[src/rtl/cpu_clken_sequencer_pkg.sv]
// Shared definitions for the CPU clock-enable sequencer: PLL reconfiguration FSM
// encoding and the width/period helpers used to size the divider and counters.
package cpu_clken_sequencer_pkg;

    typedef enum logic [1:0] {
        PLL_IDLE     = 2'd0,
        PLL_SETTLE   = 2'd1,
        PLL_STEP     = 2'd2,
        PLL_WAIT_RDY = 2'd3
    } pll_fsm_e;

    localparam int PLL_CFG_W = 3;

    function automatic int sw_width(input int nspeeds);
        return (nspeeds > 1) ? $clog2(nspeeds) : 1;
    endfunction

    function automatic int cnt_width(input int nspeeds);
        return (nspeeds > 2) ? nspeeds - 1 : 1;
    endfunction

    function automatic int ctr_width(input int n);
        return (n > 1) ? $clog2(n) : 1;
    endfunction

    // Speed 0 is the slowest: period halves with each speed step (4 speeds -> 8,4,2,1).
    function automatic int period_of(input int nspeeds, input int speed);
        return 1 << (nspeeds - 1 - speed);
    endfunction

    function automatic int clamp_speed(input int sel, input int nspeeds);
        return (sel >= nspeeds) ? nspeeds - 1 : sel;
    endfunction

endpackage

[src/rtl/cpu_clken_sequencer_if.sv]
// Bundle of the speed/contention/PLL controls and the CPU enable outputs.
// The sequencer is the slave; whatever drives turbo/ULA/PLL inputs is the master.
interface cpu_clken_sequencer_if #(
    parameter int SW = 2
);
    logic [SW-1:0] turbo_sel;
    logic          cpu_contention;
    logic [2:0]    pll_option;
    logic          pll_ready;
    logic          cpu_clken;
    logic          cpu_phase;
    logic [SW-1:0] speed_active;
    logic          pll_sstep;
    logic [2:0]    pll_state;
    logic          pll_busy;
    logic          pll_err;

    modport master (
        output turbo_sel, cpu_contention, pll_option, pll_ready,
        input  cpu_clken, cpu_phase, speed_active, pll_sstep, pll_state, pll_busy, pll_err
    );

    modport slave (
        input  turbo_sel, cpu_contention, pll_option, pll_ready,
        output cpu_clken, cpu_phase, speed_active, pll_sstep, pll_state, pll_busy, pll_err
    );
endinterface

[src/rtl/cpu_clken_sequencer_pll_reconf_sequencer.sv]
// PLL reconfiguration sequencer: waits for a stable option, issues a one-cycle
// step pulse, then waits for ready (or times out) while holding the CPU busy.
module cpu_clken_sequencer_pll_reconf_sequencer
    import cpu_clken_sequencer_pkg::*;
#(
    parameter int SETTLE      = 8,
    parameter int RDY_TIMEOUT = 4096
) (
    input  logic                 clk,
    input  logic                 rst_n,
    input  logic [PLL_CFG_W-1:0] i_option,
    input  logic                 i_ready,
    output logic                 o_sstep,
    output logic [PLL_CFG_W-1:0] o_state,
    output logic                 o_busy,
    output logic                 o_err
);
    localparam int STW = ctr_width(SETTLE);
    localparam int TOW = ctr_width(RDY_TIMEOUT);
    localparam logic [STW-1:0] SETTLE_LAST = STW'(SETTLE - 1);
    localparam logic [TOW-1:0] TMO_LAST    = TOW'(RDY_TIMEOUT - 1);

    pll_fsm_e             r_fsm, w_fsm_nxt;
    logic [STW-1:0]       r_settle, w_settle_nxt;
    logic [TOW-1:0]       r_tmo, w_tmo_nxt;
    logic [PLL_CFG_W-1:0] r_opt, r_cfg, w_cfg_nxt;
    logic                 r_sstep, r_busy, r_err, w_err_nxt;

    // Reset lands in SETTLE so every boot performs a configuration pass.
    always_ff @(posedge clk) begin
        if (!rst_n) begin
            r_fsm    <= PLL_SETTLE;
            r_settle <= '0;
            r_tmo    <= '0;
            r_opt    <= '0;
            r_cfg    <= '0;
            r_sstep  <= 1'b0;
            r_busy   <= 1'b1;
            r_err    <= 1'b0;
        end else begin
            r_fsm    <= w_fsm_nxt;
            r_settle <= w_settle_nxt;
            r_tmo    <= w_tmo_nxt;
            r_opt    <= i_option;
            r_cfg    <= w_cfg_nxt;
            r_sstep  <= (w_fsm_nxt == PLL_STEP);
            r_busy   <= (w_fsm_nxt != PLL_IDLE);
            r_err    <= w_err_nxt;
        end
    end

    always_comb begin
        w_fsm_nxt    = r_fsm;
        w_settle_nxt = r_settle;
        w_tmo_nxt    = r_tmo;
        w_cfg_nxt    = r_cfg;
        w_err_nxt    = r_err;
        case (r_fsm)
            PLL_IDLE: begin
                // Comparing against the applied config catches changes made mid-step.
                if (i_option != r_cfg) begin
                    w_fsm_nxt    = PLL_SETTLE;
                    w_settle_nxt = '0;
                end
            end
            PLL_SETTLE: begin
                if (i_option != r_opt) begin
                    w_settle_nxt = '0;
                end else if (r_settle == SETTLE_LAST) begin
                    w_fsm_nxt = PLL_STEP;
                    w_cfg_nxt = i_option;
                end else begin
                    w_settle_nxt = r_settle + 1'b1;
                end
            end
            PLL_STEP: begin
                w_fsm_nxt = PLL_WAIT_RDY;
                w_tmo_nxt = '0;
            end
            PLL_WAIT_RDY: begin
                if (i_ready) begin
                    w_fsm_nxt = PLL_IDLE;
                end else if (r_tmo == TMO_LAST) begin
                    w_fsm_nxt = PLL_IDLE;
                    w_err_nxt = 1'b1;
                end else begin
                    w_tmo_nxt = r_tmo + 1'b1;
                end
            end
            default: w_fsm_nxt = PLL_IDLE;
        endcase
    end

    assign o_sstep = r_sstep;
    assign o_state = r_cfg;
    assign o_busy  = r_busy;
    assign o_err   = r_err;

endmodule

[src/rtl/cpu_clken_sequencer.sv]
// Single-clock CPU enable generator: divides the master clock by a selectable
// power of two, stalls on contention or PLL reconfiguration, switches speed at period edges.
module cpu_clken_sequencer
    import cpu_clken_sequencer_pkg::*;
#(
    parameter int NSPEEDS     = 4,
    parameter int SETTLE      = 8,
    parameter int RDY_TIMEOUT = 4096
) (
    input  logic                 clk,
    input  logic                 rst_n,
    cpu_clken_sequencer_if.slave bus
);
    localparam int SW = sw_width(NSPEEDS);
    localparam int CW = cnt_width(NSPEEDS);

    logic [SW-1:0] r_speed, w_sel, w_speed_nxt;
    logic [CW-1:0] r_cnt, w_cnt_nxt, w_last, w_last_nxt;
    logic          r_clken, r_phase, w_phase_nxt;
    logic          w_stall, w_term, w_fire, w_pll_busy;

    function automatic logic [CW-1:0] last_cnt(input logic [SW-1:0] s);
        return CW'(period_of(NSPEEDS, int'(s)) - 1);
    endfunction

    always_comb begin
        w_sel       = SW'(clamp_speed(int'(bus.turbo_sel), NSPEEDS));
        w_last      = last_cnt(r_speed);
        w_term      = (r_cnt == w_last);
        w_stall     = bus.cpu_contention | w_pll_busy;
        w_fire      = w_term & ~w_stall;
        w_speed_nxt = r_speed;
        w_cnt_nxt   = r_cnt + 1'b1;
        if (w_fire) begin
            w_speed_nxt = w_sel;
            w_cnt_nxt   = '0;
        end else if (w_term) begin
            // Parked at terminal count: adopt the new speed but stay ready to fire on release.
            w_speed_nxt = w_sel;
            w_cnt_nxt   = last_cnt(w_sel);
        end
        w_last_nxt = last_cnt(w_speed_nxt);
        if (w_last_nxt == '0) begin
            w_phase_nxt = w_fire ? ~r_phase : r_phase;
        end else begin
            w_phase_nxt = (w_cnt_nxt <= (w_last_nxt >> 1));
        end
    end

    always_ff @(posedge clk) begin
        if (!rst_n) begin
            r_cnt   <= '0;
            r_speed <= '0;
            r_clken <= 1'b0;
            r_phase <= 1'b1;
        end else begin
            r_cnt   <= w_cnt_nxt;
            r_speed <= w_speed_nxt;
            r_clken <= w_fire;
            r_phase <= w_phase_nxt;
        end
    end

    cpu_clken_sequencer_pll_reconf_sequencer #(
        .SETTLE      (SETTLE),
        .RDY_TIMEOUT (RDY_TIMEOUT)
    ) u_pll (
        .clk      (clk),
        .rst_n    (rst_n),
        .i_option (bus.pll_option),
        .i_ready  (bus.pll_ready),
        .o_sstep  (bus.pll_sstep),
        .o_state  (bus.pll_state),
        .o_busy   (w_pll_busy),
        .o_err    (bus.pll_err)
    );

    assign bus.pll_busy     = w_pll_busy;
    assign bus.cpu_clken    = r_clken;
    assign bus.cpu_phase    = r_phase;
    assign bus.speed_active = r_speed;

endmodule
[src/flat_wrapper.sv]
// flat-port wrapper written by rule: the top's interface ports become plain ports
module cpu_clken_sequencer_flat import cpu_clken_sequencer_pkg::*;
#(
    parameter int NSPEEDS     = 4,
    parameter int SETTLE      = 8,
    parameter int RDY_TIMEOUT = 4096
)
  (clk, rst_n, bus_turbo_sel, bus_cpu_contention, bus_pll_option, bus_pll_ready, bus_cpu_clken, bus_cpu_phase, bus_speed_active, bus_pll_sstep, bus_pll_state, bus_pll_busy, bus_pll_err);
  cpu_clken_sequencer_if bus_i ();
  input  logic clk;
  input  logic rst_n;
  input wire logic [$bits(bus_i.turbo_sel)-1:0] bus_turbo_sel;
  input wire logic [$bits(bus_i.cpu_contention)-1:0] bus_cpu_contention;
  input wire logic [$bits(bus_i.pll_option)-1:0] bus_pll_option;
  input wire logic [$bits(bus_i.pll_ready)-1:0] bus_pll_ready;
  output wire logic [$bits(bus_i.cpu_clken)-1:0] bus_cpu_clken;
  output wire logic [$bits(bus_i.cpu_phase)-1:0] bus_cpu_phase;
  output wire logic [$bits(bus_i.speed_active)-1:0] bus_speed_active;
  output wire logic [$bits(bus_i.pll_sstep)-1:0] bus_pll_sstep;
  output wire logic [$bits(bus_i.pll_state)-1:0] bus_pll_state;
  output wire logic [$bits(bus_i.pll_busy)-1:0] bus_pll_busy;
  output wire logic [$bits(bus_i.pll_err)-1:0] bus_pll_err;
  assign bus_i.turbo_sel = bus_turbo_sel;
  assign bus_i.cpu_contention = bus_cpu_contention;
  assign bus_i.pll_option = bus_pll_option;
  assign bus_i.pll_ready = bus_pll_ready;
  assign bus_cpu_clken = bus_i.cpu_clken;
  assign bus_cpu_phase = bus_i.cpu_phase;
  assign bus_speed_active = bus_i.speed_active;
  assign bus_pll_sstep = bus_i.pll_sstep;
  assign bus_pll_state = bus_i.pll_state;
  assign bus_pll_busy = bus_i.pll_busy;
  assign bus_pll_err = bus_i.pll_err;
  cpu_clken_sequencer #(.NSPEEDS(NSPEEDS), .SETTLE(SETTLE), .RDY_TIMEOUT(RDY_TIMEOUT)) u_core (.clk(clk), .rst_n(rst_n), .bus(bus_i));
endmodule
[config.mk]
export PLATFORM = sky130hd
export DESIGN_NAME = cpu_clken_sequencer_flat
export DESIGN_NICKNAME = d
export VERILOG_FILES = /design/src/rtl/cpu_clken_sequencer_pkg.sv /design/src/rtl/cpu_clken_sequencer_if.sv /design/src/rtl/cpu_clken_sequencer_pll_reconf_sequencer.sv /design/src/rtl/cpu_clken_sequencer.sv /design/src/flat_wrapper.sv
export SDC_FILE = /design/constraint.sdc
export NUM_CORES = 1
export LEC_CHECK = 0
export BUFFER_PORTS_ARGS = -buffer_cell sky130_fd_sc_hd__buf_2
export CAP_MARGIN = 20
export CELL_PAD_IN_SITES_DETAIL_PLACEMENT = 0
export CELL_PAD_IN_SITES_GLOBAL_PLACEMENT = 1
export CORE_MARGIN = 1.5
export CORE_UTILIZATION = 46
export CTS_BUF_LIST = sky130_fd_sc_hd__clkbuf_8
export CTS_CLUSTER_SIZE = 12
export DETAILED_ROUTE_END_ITERATION = 12
export PLACE_DENSITY_LB_ADDON = 0.3
export SKIP_CTS_REPAIR_TIMING = 1
export SLEW_MARGIN = 20
export SYNTH_ARGS = -nofsm -noshare
export SYNTH_HDL_FRONTEND = slang
export SYNTH_SLANG_ARGS = --single-unit
[constraint.sdc]
create_clock -name clk -period 2.5 [get_ports clk]
set_input_delay 0.25 -clock clk [delete_from_list [all_inputs] [get_ports clk]]
set_output_delay 0.25 -clock clk [all_outputs]
set_load 0.005 [all_outputs]
[After elaboration in Yosys (flattened, before gate mapping)]
Cells that the tools add are included.
Cells by class
  add/subtract/negate cells: 9
  $lt $le $gt $ge: 1
  eq/ne operators: 14
  shift operators: 3
  muxes and demuxes: 19
  bitwise gates (word level): 6
  reductions and logical operators: 9
Operators with widths (number)
  1-bit by 32-bit << shifter with 3-bit output, first input constant: 3
  12-bit two-way mux: 2
  12-bit case mux with 2 select lines: 1
  3-bit two-way mux: 5
  2-bit two-way mux: 7
  12-bit by 1-bit adder with 12-bit output, second input constant: 1
  12-bit == test, second input constant: 1
  3-bit AND reduction: 4
  2-bit by 2-bit subtractor with 3-bit output, first input constant: 3
  3-bit by 2-bit subtractor with 3-bit output, second input constant: 3
  2-bit case mux with 4 select lines: 1
  3-bit by 1-bit adder with 3-bit output, second input constant: 2
  2-bit == test, second input constant: 3
  2-bit inequality test, second input constant: 3
  3-bit inequality test: 2
  3-bit case mux with 2 select lines: 1
  2-bit nonzero test: 3
  1-bit inverter: 4
  3-bit == test: 1
  3-bit == test, second input constant: 1
  3-bit by 2-bit less-or-equal comparator with 1-bit output: 1
  3-bit logical NOT: 1
  3-bit inequality test, second input constant: 1
  2-bit by 1-bit == test with 1-bit output, second input constant: 1
  other kinds (5): 6
Storage, ports and cells
  flip-flop bits (word level): 33
  input bits: 9
  output and inout port bits: 10
  logic and storage cells: 73

[Logic depth before layout (Yosys ltp)]
  depth in word-level cells: 11
  gate-level depth with buffers: 10
  gate-level depth less buffers: 9

[Modules after synthesis]
From an unflattened synthesis, not the netlist that was laid out.
Unflattened totals
  cells, all modules: 200
  area total of the unflattened synthesis: 1816.7 um^2
By module, submodules not included
  cpu_clken_sequencer_pll_reconf_sequencer: times used 1, cells each 137, area an instance 1295.0 um^2, sequential area each 520.5 um^2
  cpu_clken_sequencer: times used 1, cells each 63, area an instance 521.8 um^2, sequential area each 140.1 um^2

[Worst setup path after synthesis]
OpenSTA, ideal clock, no wires.
  path kind: flip-flop to flip-flop
  start: reg u_core.r_speed[1] (netlist: u_core.bus.speed_active[1])
  end: reg u_core.r_phase (netlist: u_core.bus.cpu_phase)
  library setup time: 134 ps
  arrival time: 2040 ps
  required time: 2366 ps
  setup slack: 326 ps
  cell stages (with the launch flop): 9
  buffers on the path: 0
  clock period less this slack: 2174 ps
  path through: dfxtp_1 and3b_1 a221o_1 and2_4 mux2_4 ha_1 a21oi_1 a21oi_1 o221ai_2
On the way
  elaborated cells between the ends (all ways): 16
  those cells by class: add/sub (4); order compare (1); eq/ne (2); shift (2); mux (5); bitwise (1); reduce/logical (1)
RTL lines
  from (decl): line cpu_clken_sequencer.sv:17  | logic [SW-1:0] r_speed, w_sel, w_speed_nxt;
  from (signal assigned): line cpu_clken_sequencer.sv:58  | r_speed <= w_speed_nxt;
  2-bit by 2-bit subtractor with 3-bit output *: line cpu_clken_sequencer_pkg.sv:28  | return 1 << (nspeeds - 1 - speed);
  1-bit by 32-bit << shifter with 3-bit output *: line cpu_clken_sequencer_pkg.sv:28
  3-bit by 2-bit subtractor with 3-bit output *: line cpu_clken_sequencer.sv:23  | return CW'(period_of(NSPEEDS, int'(s)) - 1);
  3-bit == test *: line cpu_clken_sequencer.sv:29  | w_term = (r_cnt == w_last);
  3-bit two-way mux / 1-bit bitwise AND (equally long branches): line cpu_clken_sequencer.sv:37, cpu_clken_sequencer.sv:31
  3-bit two-way mux *: line cpu_clken_sequencer.sv:34  | if (w_fire) begin
  via u_core.w_cnt_nxt[1]: line cpu_clken_sequencer.sv:18  | logic [CW-1:0] r_cnt, w_cnt_nxt, w_last, w_last_nxt;
  3-bit by 2-bit less-or-equal comparator with 1-bit output *: line cpu_clken_sequencer.sv:46  | w_phase_nxt = (w_cnt_nxt <= (w_last_nxt >> 1));
  1-bit two-way mux *: line cpu_clken_sequencer.sv:43  | if (w_last_nxt == '0) begin
  to (signal assigned): line cpu_clken_sequencer.sv:60  | r_phase <= w_phase_nxt;
  to (decl): line cpu_clken_sequencer.sv:19  | logic r_clken, r_phase, w_phase_nxt;
The timed path passes the listed nets; every way through them passes the cells marked *.
A chain may end at the register's enable or synchronous reset.

[Worst setup path after layout]
  start: reg u_core.r_cnt[0]
  end: reg u_core.r_phase (netlist: u_core.bus.cpu_phase)
On the way
  cells in the longest elaborated chain, start to end: 8
  elaborated cells between the ends (all ways): 14
  those cells by class: add/sub (3); order compare (1); eq/ne (2); shift (1); mux (5); bitwise (1); reduce/logical (1)
Ends and longest elaborated chain
  from (decl): line cpu_clken_sequencer.sv:18
  from (signal assigned): line cpu_clken_sequencer.sv:57  | r_cnt <= w_cnt_nxt;
  3-bit == test: line cpu_clken_sequencer.sv:29
  2-bit two-way mux / 1-bit bitwise AND (equally long branches): line cpu_clken_sequencer.sv:37, cpu_clken_sequencer.sv:31
  2-bit two-way mux: line cpu_clken_sequencer.sv:34
  2-bit by 2-bit subtractor with 3-bit output: line cpu_clken_sequencer_pkg.sv:28
  1-bit by 32-bit << shifter with 3-bit output: line cpu_clken_sequencer_pkg.sv:28
  3-bit by 2-bit subtractor with 3-bit output: line cpu_clken_sequencer.sv:23
  3-bit by 2-bit less-or-equal comparator with 1-bit output / 3-bit logical NOT (equally long branches): line cpu_clken_sequencer.sv:46, cpu_clken_sequencer.sv:43
  1-bit two-way mux / 2-bit by 1-bit inequality test with 1-bit output (equally long branches)
Several ways; a longest one is shown, not always the timed one.

==> impl_metrics.json <==
{
  "outcome": "finished clean",
  "ys_seq_area_frac": 0.382,
  "first_iter_violations": 95,
  "grt_pass1_vias": 1450,
  "yosysUniqueCellTypes": 50,
  "cp-startpoint": "u_core.r_cnt[0]$_SDFF_PN0_",
  "hold_path.startpoint": "bus_pll_option[0]",
  "drc": 0,
  "clock_latency_ns": 0.28,
  "yosys_warnings": 0,
  "nets": 231,
  "finalPower_mw": 1.15,
  "slew_violations": 0,
  "clk_pin_slew_ns": 0.07,
  "port_buffers": 18,
  "finalClockSkew_ns": 0.00919,
  "critical_path.reg2reg.startpoint": "u_core.r_cnt[0]$_SDFF_PN0_",
  "synth_most_common_cell": "dfxtp_1",
  "cts_tree": "built",
  "worstSetupStartpointType": "flop",
  "cp.arrival_ns": 2.45,
  "wl_per_cell_um": 14.1,
  "hold_violations": 0,
  "syn_area_um2": 1730,
  "grt_use_met2": 0.348,
  "synth_cells": 197,
  "antenna_found_initial": 0,
  "hold_path.class": "in -> reg",
  "synth_top_cell_area_share": 0.382,
  "path_cells": "or3b_1 -> a211oi_1 -> a211oi_1 -> or2_2 -> ha_1 -> a21oi_1 -> a21oi_1 -> o221ai_2",
  "fin_ws_ns": 0.213,
  "ys_top_cells_by_count": "dfxtp_1 (33), nor2_1 (20), nand2_1 (14)",
  "maxSlewHeadroom": 0.629,
  "synth_seq_cells": 33,
  "routed-via-count": 1504,
  "ant_nets": 0,
  "use_met3": 0.0317,
  "synth.area.top_cells": "dfxtp_1 (38%), ha_1 (4.3%), nor2_1 (4.3%)",
  "start_util": 0.476,
  "peakVddDrop_mv": 0.378,
  "avgSynthCellArea_um2": 8.78,
  "power.leakage_nw": 0.818,
  "min_period_ns": 2.29,
  "hpwl_um": 2730,
  "whs_ns": 0.240,
  "dr.pass1.iters": 6,
  "gp_congestion": 0.844,
  "max_stage_delay_ns": 0.50,
  "antenna_cells": 0,
  "grt_pass1_wl_um": 6530,
  "instances_no_fill": 265,
  "maxCapViolCount": 0,
  "routed_wl_um": 3730,
  "htreeDepth": 2,
  "die_h_um": 64.3,
  "cts_buffer_depth": 2,
  "fin_crit_sh": 0.915,
  "vias_per_cell": 5.68,
  "tightest_slew_ns": 0.556,
  "crit_type": "reg -> reg",
  "die_area_um2": 4140,
  "grtUsageMet1": 0.246,
  "core-area_um2": 3630,
  "die_w_um": 64.3,
  "cp_max_fo": 9,
  "design_area_um2": 1950,
  "post-route-util": 0.537,
  "grt_max_degree": 16,
  "synth_edf_count": 0,
  "place_ws_ns": 0.179,
  "top_usage_layer": "met2",
  "synthesis.nets": 212,
  "final.setup.tns_ns": 0,
  "timing.fmax_mhz": 437,
  "cp.required_ns": 2.66,
  "rsz0062_at_grt": "false",
  "io_pins": 19,
  "dp.cells": 257,
  "end_kind": "flop",
  "async_flop_share": 0,
  "cts_sinks": 33,
  "ctsRootBufferMaster": "clkbuf_8",
  "fillerInstances": 350,
  "groute.usage.overall": 0.202,
  "synthFlopType": "dfxtp_1",
  "drive_gt1_frac": 0.184,
  "crit_slowest_cell": "dfxtp_1",
  "placed_area_um2": 1850,
  "syn2layout_area_growth_pct": 12.8,
  "numCtsBuffers": 5,
  "rows": 22,
  "yosysTopAreaCell": "dfxtp_1",
  "setup_viol": 0,
  "powerDensity_nw_per_um2": 591,
  "grt_overflow_total": 0
}
state kept, by name, summed over array words and instances, names as in the netlist:
signal / flops
u_core.u_pll.r_tmo: 12
u_core.r_cnt: 3
u_core.u_pll.o_state: 3
u_core.u_pll.r_opt: 3
u_core.u_pll.r_settle: 3
u_core.bus.speed_active: 2
u_core.u_pll.r_fsm: 2
u_core.bus.cpu_clken: 1
u_core.bus.cpu_phase: 1
u_core.u_pll.o_busy: 1
u_core.u_pll.o_err: 1
u_core.u_pll.o_sstep: 1
final timing paths:
path,to,slack (ns),cells past startpoint
worst max-delay path,u_core.bus.cpu_phase$_SDFFE_PN1P_,0.21,8
worst min-delay path,u_core.u_pll.r_opt[0]$_SDFF_PN0_,0.24,2
worst max register to register,u_core.bus.cpu_phase$_SDFFE_PN1P_,0.21,8
worst min register to register,u_core.u_pll.r_settle[1]$_SDFFE_PN0P_,0.48,2
kinds of logic (layout without fill, tap and decap cells):
kind of cell    Yosys count  count (layout)  synth area share
buf+inv                  13              33            0.0354
flops                    33              33             0.382
xor+xnor                 10              10            0.0506
simple gates             81              81             0.262
fa+ha+maj                 6               6            0.0434
mux                       6               6            0.0383
compound gates           48              48             0.188
power by group:
group	switching [mW]	leakage, nW	total (mW)	internal (mW)
Clock	0.196	0.0542	0.445	0.249
Sequential	0.0256	0.268	0.567	0.542
Combinational	0.0682	0.495	0.141	0.0729
worst max-delay path: cells and delay by family, from the launching register on:
family | cells | cell delay [ns]
compound gates | 5 | 0.70
fa+ha+maj | 1 | 0.30
flops | 1 | 0.50
simple gates | 2 | 0.68
area by class of cell:
| class | instances | area (µm²) | area share |
|---|---|---|---|
| well taps | 48 | 60.1 | 0.0308 |
| flip-flops and latches | 33 | 662 | 0.339 |
| clock inverters | 1 | 5.00 | 0.00256 |
| repair buffers | 19 | 97.6 | 0.0500 |
| inverters | 6 | 22.5 | 0.0115 |
| multi-input cells | 151 | 1010 | 0.517 |
| clock buffers | 7 | 96.3 | 0.0494 |
per-layer routing:
metal / wire, µm / vias to the layer above
li1: - / 755
met1: 1770 / 710
met2: 1770 / 35
met3: 133 / 4
met4: 48 / 0
met5: 0 / -
placed cells by master, fill, tap and decap left out, types with 7 or more instances in the layout:
master    instances
dfxtp_1          32
nor2_1           20
buf_2            18
nand2_1          14
a21oi_1          11
o21ai_0           8
clkbuf_8          7
No activity file was read; power rests on OpenSTA's default activity.
